`config.mk`:
```
export PLATFORM = sky130hd
export DESIGN_NAME = sevenseg_scan
export DESIGN_NICKNAME = d
export VERILOG_FILES = /design/src/rtl/sevenseg_scan.sv
export SDC_FILE = /design/constraint.sdc
export NUM_CORES = 1
export LEC_CHECK = 0
export CAP_MARGIN = 30
export CORE_MARGIN = 1
export CORE_UTILIZATION = 55
export DETAILED_ROUTE_END_ITERATION = 7
export DONT_BUFFER_PORTS = 1
export PLACE_DENSITY = 0.7
export SLEW_MARGIN = 40
export SYNTH_ARGS = -nofsm -noshare
export SYNTH_HDL_FRONTEND = slang
export SYNTH_SLANG_ARGS = --single-unit
export TNS_END_PERCENT = 100
```
`constraint.sdc`:
```
create_clock -name clk_in -period 4.44 [get_ports clk_in]
set_input_delay 0 -clock clk_in [delete_from_list [all_inputs] [get_ports clk_in]]
set_output_delay 0 -clock clk_in [all_outputs]
set_load 0.005 [all_outputs]
```
`src/rtl/sevenseg_scan.sv`:
```
// -----------------------------------------------------------------------------
// sevenseg_scan
//   Time-multiplexes a packed hex value onto a seven-segment display bank.
//   Exactly one digit is lit per pixel-clock period. The block provides hex
//   decode, per-digit enable, decimal points and leading-zero blanking.
//
//   The pixel clock is asynchronous to clk_in. It is synchronised here and
//   edge-detected, and each rising edge advances the scan by one digit. Frame
//   inputs are copied into shadow registers when the scan wraps back to
//   digit 0, so a frame is always drawn from one consistent snapshot.
//
// Ports
//   clk_in       system clock (100 MHz)
//   reset        asynchronous reset, active low
//   pix_clk_in   pixel clock (480 Hz square wave), asynchronous to clk_in
//   data_in      packed nibbles, nibble k drives digit k (MSD = NUM_DIGITS-1)
//   dp_in        decimal point request per digit
//   digit_en     per-digit enable (1 = digit may light)
//   blank_lz     1 = suppress leading zero digits
//   anode        digit select, polarity set by ANODE_ACTIVE_LOW
//   seg          segments {g,f,e,d,c,b,a}, polarity set by SEG_ACTIVE_LOW
//   dp           decimal point, same polarity as seg
//   frame_start  one-cycle pulse on the edge that selects digit 0
// -----------------------------------------------------------------------------
module sevenseg_scan #(
  parameter int NUM_DIGITS       = 8,
  parameter bit ANODE_ACTIVE_LOW = 1'b1,
  parameter bit SEG_ACTIVE_LOW   = 1'b1
) (
  input  logic                    clk_in,
  input  logic                    reset,
  input  logic                    pix_clk_in,
  input  logic [4*NUM_DIGITS-1:0] data_in,
  input  logic [NUM_DIGITS-1:0]   dp_in,
  input  logic [NUM_DIGITS-1:0]   digit_en,
  input  logic                    blank_lz,
  output logic [NUM_DIGITS-1:0]   anode,
  output logic [6:0]              seg,
  output logic                    dp,
  output logic                    frame_start
);

  localparam int                    IDX_W     = 3;
  localparam logic [IDX_W-1:0]      LAST_IDX  = IDX_W'(NUM_DIGITS - 1);
  localparam logic [NUM_DIGITS-1:0] ANODE_OFF = {NUM_DIGITS{ANODE_ACTIVE_LOW}};
  localparam logic [6:0]            SEG_OFF   = {7{SEG_ACTIVE_LOW}};
  localparam logic                  DP_OFF    = SEG_ACTIVE_LOW;

  // Synchroniser and scan state
  logic s1_q, s1_d, s2_q, s2_d, s3_q, s3_d;
  logic [IDX_W-1:0] idx_q, idx_d;

  // Frame shadow registers
  logic [4*NUM_DIGITS-1:0] data_sh_q, data_sh_d;
  logic [NUM_DIGITS-1:0]   dp_sh_q, dp_sh_d;
  logic [NUM_DIGITS-1:0]   en_sh_q, en_sh_d;
  logic                    blz_sh_q, blz_sh_d;

  // Registered outputs
  logic [NUM_DIGITS-1:0] anode_q, anode_d;
  logic [6:0]            seg_q, seg_d;
  logic                  dp_q, dp_d;
  logic                  fs_q, fs_d;

  // Scan-step helpers
  logic                    rise;
  logic                    wrap;
  logic [IDX_W-1:0]        idx_adv;
  logic [4*NUM_DIGITS-1:0] frm_data;
  logic [NUM_DIGITS-1:0]   frm_dp;
  logic [NUM_DIGITS-1:0]   frm_en;
  logic                    frm_blz;
  logic [NUM_DIGITS:0]     zero_from;   // nibbles MSD..k are all zero
  logic [NUM_DIGITS-1:0]   lz_vec;      // digit k is a leading zero
  logic [NUM_DIGITS-1:0]   onehot;      // active-high select of idx_adv
  logic [3:0]              nibble [NUM_DIGITS];
  logic [3:0]              cur_nib;
  logic                    blanked;

  assign rise    = s2_q & ~s3_q;
  assign wrap    = (idx_q == LAST_IDX);
  assign idx_adv = wrap ? '0 : idx_q + IDX_W'(1);

  // On the wrapping step, the digit-0 slot must be drawn from the frame being
  // captured on that same edge, so look through to the live inputs.
  assign frm_data = wrap ? data_in  : data_sh_q;
  assign frm_dp   = wrap ? dp_in    : dp_sh_q;
  assign frm_en   = wrap ? digit_en : en_sh_q;
  assign frm_blz  = wrap ? blank_lz : blz_sh_q;

  assign zero_from[NUM_DIGITS] = 1'b1;

  generate
    for (genvar gi = 0; gi < NUM_DIGITS; gi++) begin : g_digit
      assign nibble[gi]    = frm_data[4*gi +: 4];
      assign zero_from[gi] = (frm_data[4*gi +: 4] == 4'h0) & zero_from[gi+1];
      assign onehot[gi]    = (idx_adv == IDX_W'(gi));
      if (gi == 0) begin : g_lsd
        // The least significant digit always shows, so a zero value reads "0".
        assign lz_vec[gi] = 1'b0;
      end else begin : g_upper
        assign lz_vec[gi] = zero_from[gi];
      end
    end
  endgenerate

  function automatic logic [6:0] hex_to_seg(input logic [3:0] nib);
    logic [6:0] s;
    case (nib)
      4'h0: s = 7'h3F;
      4'h1: s = 7'h06;
      4'h2: s = 7'h5B;
      4'h3: s = 7'h4F;
      4'h4: s = 7'h66;
      4'h5: s = 7'h6D;
      4'h6: s = 7'h7D;
      4'h7: s = 7'h07;
      4'h8: s = 7'h7F;
      4'h9: s = 7'h6F;
      4'hA: s = 7'h77;
      4'hB: s = 7'h7C;
      4'hC: s = 7'h39;
      4'hD: s = 7'h5E;
      4'hE: s = 7'h79;
      default: s = 7'h71;
    endcase
    return s;
  endfunction

  always_comb begin
    s1_d      = pix_clk_in;
    s2_d      = s1_q;
    s3_d      = s2_q;
    idx_d     = idx_q;
    data_sh_d = data_sh_q;
    dp_sh_d   = dp_sh_q;
    en_sh_d   = en_sh_q;
    blz_sh_d  = blz_sh_q;
    anode_d   = anode_q;
    seg_d     = seg_q;
    dp_d      = dp_q;
    fs_d      = 1'b0;
    cur_nib   = nibble[idx_adv];
    blanked   = (frm_blz & lz_vec[idx_adv]) | ~frm_en[idx_adv];

    if (rise) begin
      idx_d = idx_adv;
      if (wrap) begin
        data_sh_d = data_in;
        dp_sh_d   = dp_in;
        en_sh_d   = digit_en;
        blz_sh_d  = blank_lz;
        fs_d      = 1'b1;
      end
      // A blanked slot stays dark but still consumes its pixel period.
      if (blanked) begin
        anode_d = ANODE_OFF;
        seg_d   = SEG_OFF;
        dp_d    = DP_OFF;
      end else begin
        anode_d = onehot ^ ANODE_OFF;
        seg_d   = hex_to_seg(cur_nib) ^ SEG_OFF;
        dp_d    = frm_dp[idx_adv] ^ DP_OFF;
      end
    end
  end

  always_ff @(posedge clk_in or negedge reset) begin
    if (!reset) begin
      s1_q      <= 1'b0;
      s2_q      <= 1'b0;
      s3_q      <= 1'b0;
      idx_q     <= LAST_IDX;  // first rise after release selects digit 0
      data_sh_q <= '0;
      dp_sh_q   <= '0;
      en_sh_q   <= '0;
      blz_sh_q  <= 1'b0;
      anode_q   <= ANODE_OFF;
      seg_q     <= SEG_OFF;
      dp_q      <= DP_OFF;
      fs_q      <= 1'b0;
    end else begin
      s1_q      <= s1_d;
      s2_q      <= s2_d;
      s3_q      <= s3_d;
      idx_q     <= idx_d;
      data_sh_q <= data_sh_d;
      dp_sh_q   <= dp_sh_d;
      en_sh_q   <= en_sh_d;
      blz_sh_q  <= blz_sh_d;
      anode_q   <= anode_d;
      seg_q     <= seg_d;
      dp_q      <= dp_d;
      fs_q      <= fs_d;
    end
  end

  assign anode       = anode_q;
  assign seg         = seg_q;
  assign dp          = dp_q;
  assign frame_start = fs_q;

endmodule

```
=== After elaboration in Yosys (flattened, before gate mapping) ===
Memories as Yosys holds them, arrays and structs flattened.
Index checks and enable logic that the tools add are counted.
Widths: inputs -> output; s select.

* Bits in read-only memories: 112
* Register bits: 72
* Memories: 1
* Bits in latches: 0
* Input bits: 52
* Logic and storage cells: 68
* Output and inout bits: 17
* Memory bits (writable): 0

* Reduce and logical (&&, ||, !) cells: 8
* Bitwise logic cells: 15
* Mux-type cells: 21
* $mul: 0
* Shift operators: 0
* Equal/unequal tests: 8
* Divide/modulo/power cells: 0
* $add $sub $neg: 1
* Order comparisons: 2

{| class="wikitable"
|+ Memory list
! name !! depth !! bits a word !! rd ports !! clocked after memory_dff !! wr ports !! line !! RTL
|-
| (name not given) || 16 || 7 || 1 || 0 || 0 || 109 || <nowiki>case (nib)</nowiki>
|}

{| class="wikitable"
|+ Operators with widths
! operator !! count
|-
| $mux 32 || 1
|-
| $logic_not 4->1 || 7
|-
| $mux 8 || 3
|-
| $mux 7 || 3
|-
| $eq 3x3->1 const B || 5
|-
| $bmux 4 s3 || 1
|-
| $bmux 1 s3 || 3
|-
| $and 1x1->1 || 8
|-
| $mux 4 || 2
|-
| $not 8->8 || 1
|-
| $mux 1 || 7
|-
| $not 7->7 || 1
|-
| $eq 3x2->1 const B || 2
|-
| $ge 4x4->1 const B || 1
|-
| $lt 3x4->1 const B || 1
|-
| $not 3->4 || 1
|-
| $add 3x1->3 const B || 1
|-
| $eq 3x1->1 const B || 1
|-
| $logic_not 3->1 || 1
|-
| $mux 3 || 1
|-
| $not 1->1 || 3
|-
| $or 1x1->1 || 1
|}

=== Longest topological paths before layout ===
* Depth after elaboration: 17
* Depth in mapped cells: 14
* Depth with buffers taken out: 10

=== Worst setup path before layout ===
No wires, ideal clock.

* Path kind: register to register
* From: register idx_q[0]
* To: register seg_q[6], in the netlist seg[6]
* Library setup time: 0.087 ns
* Required time: 4.353 ns
* Arrival: 3.384 ns
* Setup slack: 0.969 ns
* Buffers on the path: 4
* Cell stages (with the launch flop): 14
* Period minus slack after synthesis: 3.471 ns
* Cell sequence: dfstp_2 buf_6 buf_6 buf_4 inv_1 ha_1 buf_2 mux4_2 mux2i_1 inv_1 ha_1 mux2_1 a21oi_1 a31oi_1

* Elaborated cells between the ends (all ways): 35
* Classes of those cells: add/sub (1); eq/ne (1); mux (14); bitwise (11); reduce/logical (7); memory (1)

{| class="wikitable"
|+ RTL lines
! element !! line !! RTL
|-
| start: declaration || 51 || <nowiki>logic [IDX_W-1:0] idx_q, idx_d;</nowiki>
|-
| start signal: assignment || 186 || <nowiki>idx_q <= idx_d;</nowiki>
|-
| $add 3x1->3 or $eq 3x3->1 (tied branches) || 82, 81 ||
|-
| $mux 3 * || 82 || <nowiki>assign idx_adv = wrap ? '0 : idx_q + IDX_W'(1);</nowiki>
|-
| via idx_adv[1] || 68 || <nowiki>logic [IDX_W-1:0] idx_adv;</nowiki>
|-
| $not 3->4 (implied by the code) || 143 || <nowiki>cur_nib = nibble[idx_adv];</nowiki>
|-
| $bmux 4 s3 || 143 ||
|-
| $mux 4 (implied by the code) (2 in series) || 143 ||
|-
| $mem_v2 16x7 || - ||
|-
| $mux 7 || 156 || <nowiki>if (blanked) begin</nowiki>
|-
| $mux 7 || 146 || <nowiki>if (rise) begin</nowiki>
|-
| $not 7->7 (no source line) || - ||
|-
| $mux 7 * || 156 ||
|-
| end signal: assignment || 192 || <nowiki>seg_q <= seg_d;</nowiki>
|-
| end: declaration || 61 || <nowiki>logic [6:0] seg_q, seg_d;</nowiki>
|}

Mark *: on every way through the listed nets, which the timed path passes. The rest lies on a longest branch. The select of a mux whose other input is x is not followed.
A chain may end at the register's enable or synchronous reset.

=== Worst setup path in the final report ===
* From: register idx_q[0]
* To: register seg_q[3], in the netlist seg[3]

Same word-level chain as after synthesis.

==> results.cfg <==
[worst_setup_path]
path_max_fanout = 14
setup.worst_path.start_class = register
cp_slowest_cell = ha_1
critical_path_arrival_ns = 4.01
r2r_slack_ns = 0.67
slowest_delay_ns = 0.75
critPathTopFamily = multiplexers
cp-end-kind = register
crit_required_ns = 4.68
crit_chain = inv_1 -> ha_1 -> mux4_2 -> mux2i_1 -> inv_1 -> ha_1 -> mux2_2 -> mux2i_1 -> a31oi_1
cp_num_buf_inv = 2
path_class = register to register

[grt]
first_global_vias = 2830
gr-usage-all-layers_pct = 26.0
grt_antenna_before_repair = 0
busiest_layer = met2
gr-usage-met2_pct = 42.8
use_met3_pct = 5.71
use_met1_pct = 33.7
grt_first_pass_wirelength_mm = 14.5
grt_max_degree = 73
grt-ovfl-total = 0

[cts]
cts.clk_slew.worst_paths_ns = 0.08
clk_latency_ns = 0.35
cts_max_level = 3
clk_path_buf_depth = 2
cts_root_buf = clkbuf_8
cts_sinks = 72
cts_made_buffers = 9
cts_resized = 0
cts_tree = done

[die]
chipHeight_um = 86.6
die_area_sq_mm = 0.00751
rows = 30
pin_count = 69
initial_core_util_pct = 57.4
core_sq_mm = 0.00687
dieWidth_um = 86.6

[finish]
drive_gt1_share_pct = 31.5
stdcell_count = 467
finalNetCount = 431
layout_commonest_cell = mux2_2
final_area_sq_mm = 0.00471
layout_common_cells = mux2_2 (61), dfrtp_1 (53), dlygate4sd3_1 (51)
fin_util_pct = 68.5
synthToLayoutAreaGrowth_pct = 19.4
diodes = 0

[detailed_routing]
via_per_inst = 5.80
final_antenna_net_count = 0
dr.pass1.iters = 4
drc = 0
wl_per_cell_um = 19.5
drt_iter0_drc = 166
routed_wl_mm = 9.10
vias = 2707

[power_and_ir_drop]
finalPower_mw = 3.52
vdd_drop_max_mv = 0.407
power.density_mw_per_mm2 = 748
p_leak_nw = 1.94

[logic_synthesis]
synth_top_family_by_area = multiplexers
syn_area_sq_mm = 0.00394
postSynthCellCount = 321
synth-adder-area-share_pct = 4.13
async_flop_share_pct = 100
ys_seq_area_share_pct = 46.3
synth_warnings = 0
synth_compound_area_share_pct = 7.65
ys_types = 41
syn-num-nets = 386
synth.avg_cell_area_sq_um = 12.3
yosys.area_share.simple_pct = 7.75
ys.flop_type = dfrtp_1
synth-seq-cells = 72
synth_xor_area_share_pct = 0.222
synth_edf_count = 0
synthMuxAreaShare_pct = 29.9

[timing]
max_freq_mhz = 265
clock_skew_ns = 0.00621
rsz0062_at_grt = false
setup_violations = 0
fin_ws_ns = 0.672
hold_viol_final = 0
finalHoldWorstSlack_ns = 0.0736
slew_viol_final = 0
worstMarginPinSlew_ns = 0.794
period_share_pct = 84.9
fin_crit_ns = 3.77
tns_ns = 0
slew-limit-headroom_pct = 47.0

[placement]
dpl_cell_area_sq_mm = 0.00398
pre_cts_ws_ns = 0.710
gp_congestion = 0.835
numPortBuffers = 0
dp.cells = 399
dp_hpwl_mm = 5.83

[worst_hold_path]
hold_class = input pin to register

[run_status]
status = finished, final reports clean

[run]
maxCapViolCount = 0
area by class of cell:
| class | count | area (sq um) |
|---|---|---|
| inverter | 12 | 45.0 |
| sequential | 72 | 1830 |
| clock buffer | 10 | 128 |
| clock inverter | 6 | 60.1 |
| timing repair buffer | 55 | 561 |
| multi-input combinational | 216 | 1970 |
| tap | 96 | 120 |
| fill | 539 | 2160 |
worst min-delay path: cells and delay by family:
kind | cells | cell delay (ns)
AO/OA/AOI/OAI | 2 | 0.14
multiplexers | 1 | 0.24
AND/OR/NAND/NOR | 1 | 0.03
what timing repair did:
item                                   4_1_cts  5_1_grt
endpoints found under the hold margin      122        0
hold buffers                                52        0
setup buffers                                0        0
logic make-up (layout without fill, tap and decap cells):
logic type,after synthesis,in the layout
flip-flops,72,72
AO/OA/AOI/OAI,46,46
buffers and inverters,33,83
XOR/XNOR,1,1
adder cells (fa/ha/maj),13,13
AND/OR/NAND/NOR,62,62
multiplexers,94,94
flip-flops by register name, indices dropped and copies added (netlist names):
| register | flops |
|---|---|
| idx_q | 3 |
| seg | 7 |
| frame_start | 1 |
| blz_sh_q | 1 |
| s2_q | 1 |
| dp | 1 |
| dp_sh_q | 8 |
| data_sh_q | 32 |
| s3_q | 1 |
| anode | 8 |
| s1_q | 1 |
| en_sh_q | 8 |
final timing paths:
path                       startpoint      endpoint  cells after the start
min in group asynchronous       reset  data_sh_q[9]                      2
hold / removal               dp_in[0]            dp                      4
max in group asynchronous       reset        seg[1]                      2
setup reg to reg             idx_q[0]        seg[3]                      9
setup / recovery             idx_q[0]        seg[3]                      9
hold reg to reg                  s1_q          s2_q                      0
per-layer routing:
metal	vias to the layer above	wire, um
li1	1270	-
met1	1335	3980
met2	82	4510
met3	20	426
met4	0	177
met5	-	0
report_power, final:
group	total (mW)	internal (mW)	leakage (nW)	switching (mW)
logic	1.80	0.890	1.02	0.907
registers	1.22	0.999	0.820	0.225
clock network	0.501	0.257	0.0937	0.244
cell usage after synthesis, types with 3 or more instances:
library cell | n | area share (%)
buf_1 | 7 | 0.67
o21ai_0 | 8 | 1.0
clkbuf_1 | 6 | 0.57
o22ai_1 | 3 | 0.48
ha_1 | 13 | 4.1
buf_2 | 3 | 0.38
nand2_1 | 12 | 1.1
nor4_1 | 3 | 0.48
inv_1 | 11 | 1.0
nor2_1 | 27 | 2.6
mux2_1 | 5 | 1.4
dfrtp_1 | 53 | 34
mux4_2 | 10 | 5.7
buf_6 | 3 | 0.86
mux2_2 | 61 | 17
nor3b_1 | 3 | 0.57
dfstp_2 | 19 | 13
mux2i_1 | 15 | 3.8
nor3_1 | 5 | 0.64
a41oi_1 | 7 | 1.6
a21oi_1 | 9 | 1.1
a31oi_1 | 11 | 1.7
Power figures use the tool's default switching activity.
